===== config.mk =====
export PLATFORM = sky130hd
export DESIGN_NAME = sap16_core
export DESIGN_NICKNAME = d
export VERILOG_FILES = /design/src/rtl/sap16_core.sv
export SDC_FILE = /design/constraint.sdc
export NUM_CORES = 2
export LEC_CHECK = 0
export BUFFER_PORTS_ARGS = -buffer_cell sky130_fd_sc_hd__buf_2
export CAP_MARGIN = 20
export CORE_ASPECT_RATIO = 0.9
export CORE_UTILIZATION = 45
export DETAILED_ROUTE_END_ITERATION = 6
export SYNTH_ARGS = -nofsm -noshare
export SYNTH_HDL_FRONTEND = slang
export SYNTH_SLANG_ARGS = --single-unit

===== constraint.sdc =====
create_clock -name clk -period 14.2 [get_ports clk]
set_input_delay 0.71 -clock clk [delete_from_list [all_inputs] [get_ports clk]]
set_output_delay 0.71 -clock clk [all_outputs]
set_load 0.02 [all_outputs]

===== src/rtl/sap16_core.sv =====
// 16-bit SAP-style accumulator computer: PC, IR, accumulator, Z/C flags, two-phase control FSM and a 256x16 RAM.
// Optional feature macro: SAP_DEBUG_EN (drives debug = {PC, IR opcode}; otherwise debug is tied to zero).

module sap16_ram #(
  parameter int AW = 8,
  parameter int DW = 16
) (
  input  logic          clk,
  input  logic          we,
  input  logic [AW-1:0] addr,
  input  logic [DW-1:0] wdata,
  output logic [DW-1:0] rdata
);

  // NOTE: the storage array has no reset; program images are preloaded and must survive rst.
  reg [DW-1:0] mem [0:(1<<AW)-1];

  always_ff @(posedge clk) begin
    if (we) mem[addr] <= wdata;
  end

  assign rdata = mem[addr];

endmodule

module sap16_core #(
  parameter int            AW       = 8,
  parameter int            DW       = 16,
  parameter logic [AW-1:0] RESET_PC = 8'h0A
) (
  input  logic          clk,
  input  logic          rst,
  output logic [DW-1:0] _out_,
  output logic [DW-1:0] debug
);

  typedef enum logic [1:0] {
    S_FETCH = 2'd0,
    S_EXEC  = 2'd1,
    S_HALT  = 2'd2
  } state_t;

  localparam logic [7:0] OP_LDA = 8'h00;
  localparam logic [7:0] OP_STA = 8'h01;
  localparam logic [7:0] OP_ADD = 8'h02;
  localparam logic [7:0] OP_SUB = 8'h03;
  localparam logic [7:0] OP_AND = 8'h04;
  localparam logic [7:0] OP_OR  = 8'h05;
  localparam logic [7:0] OP_XOR = 8'h06;
  localparam logic [7:0] OP_LDI = 8'h07;
  localparam logic [7:0] OP_JMP = 8'h08;
  localparam logic [7:0] OP_JZ  = 8'h09;
  localparam logic [7:0] OP_JC  = 8'h0A;
  localparam logic [7:0] OP_OUT = 8'h0B;
  localparam logic [7:0] OP_HLT = 8'hFF;

  state_t        state;
  logic [AW-1:0] pc;
  logic [DW-1:0] ir;
  logic [DW-1:0] acc;
  logic          z_flag;
  logic          c_flag;

  logic [7:0]    opcode;
  logic [AW-1:0] operand;
  logic [AW-1:0] mem_addr;
  logic [DW-1:0] mem_rdata;
  logic          mem_we;

  assign opcode  = ir[DW-1:DW-8];
  assign operand = ir[AW-1:0];

  // One shared RAM port: the PC addresses it while fetching, the operand while executing.
  assign mem_addr = (state == S_FETCH) ? pc : operand;
  assign mem_we   = (state == S_EXEC) && (opcode == OP_STA) && !rst;

  sap16_ram #(.AW(AW), .DW(DW)) ram1 (
    .clk   (clk),
    .we    (mem_we),
    .addr  (mem_addr),
    .wdata (acc),
    .rdata (mem_rdata)
  );

  logic [DW:0]   sum;
  logic [DW:0]   diff;
  logic [DW-1:0] alu_res;
  logic          alu_carry;
  logic          acc_we;
  logic          carry_we;

  assign sum  = {1'b0, acc} + {1'b0, mem_rdata};
  assign diff = {1'b0, acc} - {1'b0, mem_rdata};

  always_comb begin
    // NOTE: every output gets a default first so no path through the case infers a latch.
    alu_res   = acc;
    alu_carry = c_flag;
    acc_we    = 1'b0;
    carry_we  = 1'b0;
    case (opcode)
      OP_LDA: begin alu_res = mem_rdata;        acc_we = 1'b1; end
      OP_AND: begin alu_res = acc & mem_rdata;  acc_we = 1'b1; end
      OP_OR:  begin alu_res = acc | mem_rdata;  acc_we = 1'b1; end
      OP_XOR: begin alu_res = acc ^ mem_rdata;  acc_we = 1'b1; end
      OP_LDI: begin alu_res = {{(DW-AW){1'b0}}, operand}; acc_we = 1'b1; end
      OP_ADD: begin
        alu_res   = sum[DW-1:0];
        alu_carry = sum[DW];
        acc_we    = 1'b1;
        carry_we  = 1'b1;
      end
      OP_SUB: begin
        // Carry means "no borrow", i.e. acc >= operand.
        alu_res   = diff[DW-1:0];
        alu_carry = ~diff[DW];
        acc_we    = 1'b1;
        carry_we  = 1'b1;
      end
      default: ;
    endcase
  end

  // NOTE: all state registers use non-blocking assignments so every register sees pre-edge values.
  always_ff @(posedge clk) begin
    if (rst) begin
      state  <= S_FETCH;
      pc     <= RESET_PC;
      ir     <= '0;
      acc    <= '0;
      z_flag <= 1'b0;
      c_flag <= 1'b0;
      _out_  <= '0;
    end else begin
      case (state)
        S_FETCH: begin
          ir    <= mem_rdata;
          pc    <= pc + 1'b1;
          state <= S_EXEC;
        end
        S_EXEC: begin
          state <= S_FETCH;
          if (acc_we) begin
            acc    <= alu_res;
            z_flag <= (alu_res == '0);
          end
          if (carry_we) c_flag <= alu_carry;
          case (opcode)
            OP_JMP: pc <= operand;
            OP_JZ:  if (z_flag) pc <= operand;
            OP_JC:  if (c_flag) pc <= operand;
            OP_OUT: _out_ <= acc;
            OP_HLT: state <= S_HALT;
            default: ;
          endcase
        end
        S_HALT: ;
        default: state <= S_FETCH;
      endcase
    end
  end

`ifdef SAP_DEBUG_EN
  assign debug = DW'({pc, opcode});
`else
  assign debug = '0;
`endif

endmodule


==> qor.csv <==
stage,metric,value,unit
global_route,grt_pass1_vias,88740,
floorplanning,row_count,203,
floorplanning,core_area,339800,um^2
global_route,grtUsageMet3,6.159,%
synthesis,synthSimpleGateAreaFrac,1.830,%
synthesis,synth_area_leaders,"edfxtp_1 (80%), o22ai_1 (7.4%), o21ai_0 (3.1%)",
global_route,grt_max_degree,227,
synthesis,synthMuxAreaShare,0.1759,%
power_and_ir_drop,power.internal,20.77,mW
sta,timing.fmax,95.77,MHz
clock_tree,cts_tree,done,
synthesis,yosysMostFrequentCell,edfxtp_1,
placement,dpl.cell_count,13540,
synthesis,synthCells,9243,
final_layout,drive_gt1_share,13.27,%
routing,dr.pass1.iters,7,
sta,worstMarginPinSlew,1.514,ns
power_and_ir_drop,power.density,161.0,nW/um^2
synthesis,yosys.area.top_type_share,80.04,%
routing,vias,93850,
synthesis,synth_fa_ha_area_share,0.4201,%
floorplanning,die-height,556.4,um
synthesis,synth_xor_area_share,0.07409,%
final_layout,syn_to_final_growth,13.76,%
sta,relSlewSlack,-0.9231,%
critical_path,startpoint,state[1],
critical_path,path_class,flip-flop to flip-flop,
routing,wl,476700,um
power_and_ir_drop,comb_power_share,12.6,%
global_route,busiest_layer,met2,
sta,rsz0062_at_grt,no,
power_and_ir_drop,pwr-share-clk,37.9,%
synthesis,netlist_top_cells_count,"edfxtp_1 (4096), o22ai_1 (1820), o21ai_0 (942), clkbuf_1 (373), nor2_1 (355)",
synthesis,synth_edf_count,4096,
synthesis,synth_top_area_cell,edfxtp_1,
global_route,overflow,0,
placement,port_buffers,17,
floorplanning,io_pins,34,
clock_tree,clock_sinks,4156,
power_and_ir_drop,ir_worst_vdd,110.9,uV
global_route,use_met1,38.63,%
clock_tree,cts_buffers,401,
power_and_ir_drop,switching_share,26.20,%
critical_path,crit_path_max_fanout,68,
power_and_ir_drop,seqPwrFrac,49.5,%
synthesis,ys_types,75,
power_and_ir_drop,total_leakage_power,53.64,nW
synthesis,synth_area_per_cell,16.63,um^2
clock_tree,cts_max_level,5,
power_and_ir_drop,total_power,28.15,mW
worst_hold_path,min_from,ir[12],
clock_tree,path_clk_slew,0.07,ns
routing,drc,1,
status,violations,"DRC, slew limit",
final_layout,final.fill_count,27240,
critical_path,cp.required,15.07,ns
floorplanning,initial_core_util,45.22,%
global_route,grt_use_met2,40.39,%
sta,hold_viol_final,0,
synthesis,yosys_warnings,0,
global_route,grt_pass1_wl,666400,um
critical_path,critPathArrivalTime,11.31,ns
sta,fin_crit_sh,73.53,%
critical_path,rr_startpoint,state[1],
global_route,antenna_found_initial,21,
critical_path,start_kind,flip-flop,
global_route,track_usage,26.96,%
routing,routedWlPerCell,33.31,um
synthesis,ys_dominant_reg_cell,edfxtp_1,
clock_tree,clock_path_buffers,4,
placement,dpl.hpwl,263200,um
sta,setup_viol,0,
synthesis,netlist_area,153700,um^2
routing,ant_nets,0,
floorplanning,dieArea,343800,um^2
clock_tree,clock_latency,0.95,ns
synthesis,synth-async-reset-ratio,0,%
run,cap_violations,0,
final_layout,final_cell_count_no_fill,14310,
clock_tree,cts-root-buf,clkbuf_16,
sta,slew_viol_final,29,
final_layout,nNetsFinal,9515,
status,status,"complete, but fails checks",
power_and_ir_drop,p_sw,7.374,mW
routing,initialDrtViolationCount,14490,
synthesis,synth_top_family_by_area,compound AO/OA/AOI/OAI gates,
synthesis,ys_ff_latch,4156,
routing,vias_per_cell,6.557,
synthesis,ys_seq_area_share,80.82,%
clock_tree,cts_resized,0,
floorplanning,die_x,618.0,um
worst_hold_path,min_path_type,flip-flop to flip-flop,
sta,fin_crit,10.44,ns
sta,skew,0.06029,ns
clock_tree,cts_hold_buf,0,
clock_tree,cts_setup_buffers,0,
synthesis,synth-compound-area-share,14.59,%
critical_path,endpoint_kind,flip-flop,
sta,whs,0.4768,ns
sta,finalSetupTns,0,ns
placement,routabilityCongestion,0.9424,
cell usage in the layout (no fill, tap or decap), types with 16 or more instances in the layout:
cell type	instances
a211oi_1	25
a21oi_1	187
a221oi_1	29
a22o_1	16
a22oi_1	225
a41oi_1	221
buf_12	34
buf_2	21
buf_4	389
buf_8	39
bufinv_16	45
clkbuf_1	82
clkbuf_16	408
clkinv_1	81
clkinv_2	84
clkinvlp_4	17
conb_1	16
dfxtp_1	44
dfxtp_4	16
edfxtp_1	4096
ha_1	50
inv_1	59
mux2i_1	27
nand2_1	78
nand3_1	35
nand4_1	20
nor2_1	223
nor2_2	132
nor3_1	20
nor4_1	48
o21ai_0	939
o22ai_1	1820
o41ai_1	21
logic make-up after synthesis:
logic type | after synthesis
other cells | 1
xor+xnor | 13
buf+inv | 758
compound gates | 3604
simple gates | 633
fa+ha+maj | 51
mux | 27
flops | 4156
critical path: stages, from the launching register on:
cell and delay [ns]:
dfxtp_1 0.46, nor2_8 0.69, o21a_4 0.62, buf_4 0.67, buf_4 0.79, o22ai_1 0.15
o21ai_0 0.27, a41oi_1 0.28, nor4_1 1.07, nand4_1 0.62, nor2_1 0.40, inv_1 0.11
ha_1 0.43, a2111oi_0 0.79, o31ai_1 0.16, a21oi_1 0.27, nor2_1 0.07, or4_1 0.53
a21oi_1 0.19, o2111ai_1 0.17, or4b_1 0.54, or4_1 0.46, a2111oi_2 0.34, a32o_1 0.16
flip-flops by register name, summed over array words and instances, names as in the netlist:
| name | flops |
|---|---|
| pc | 8 |
| acc | 16 |
| ram1.mem | 4096 |
| z_flag | 1 |
| state | 2 |
| ir | 16 |
| _out_ | 16 |
| c_flag | 1 |
cell type report:
type / instances / area [um^2] / share of cell area [%]
tap: 4510 / 5643 / 3.228
inverter: 61 / 229.0 / 0.1310
clock inverter: 244 / 2457 / 1.406
timing repair buffer: 498 / 4656 / 2.663
clock buffer: 492 / 10550 / 6.032
antenna: 8 / 20.02 / 0.01145
sequential: 4156 / 124300 / 71.08
multi-input combinational: 4344 / 27000 / 15.45
layer usage:
layer | share of wire, % | routed length (um)
met1 | 40 | 190300
met2 | 45 | 212300
met3 | 12 | 55000
met4 | 4.0 | 19110
met5 | 0.0055 | 26
metrics by stage:
| stage | utilization [%] | area, um^2 | setup slack, ns |
|---|---|---|---|
| 2_1_floorplan | - | 153700 | 6.235 |
| 3_3_place_gp | 47.29 | 160700 | 3.427 |
| 3_5_place_dp | 47.46 | 161300 | 4.114 |
| 4_1_cts | 51.29 | 174300 | 4.057 |
| 5_1_grt | 51.43 | 174800 | 3.477 |
| 6_report | 51.44 | 174800 | 3.758 |
power by group through the flow:
stage	sequential (mW)	clock, mW	combinational [mW]
after global placement	14.2	0	3.41
after CTS	13.9	10.7	3.46
after global routing	13.9	11.2	3.70
final	13.9	10.7	3.55
after detailed placement	14.2	0	3.45
after floorplan	14.4	0	1.84
path summary, 6_finish.rpt:
path | endpoint | slack, ns | depth (start not counted)
worst max-delay path | z_flag | 3.76 | 23
worst min register to register | ir[12] | 0.48 | 2
worst max register to register | z_flag | 3.76 | 23
worst min-delay path | ir[12] | 0.48 | 2
Note: power is estimated with default switching activity, not from simulation.
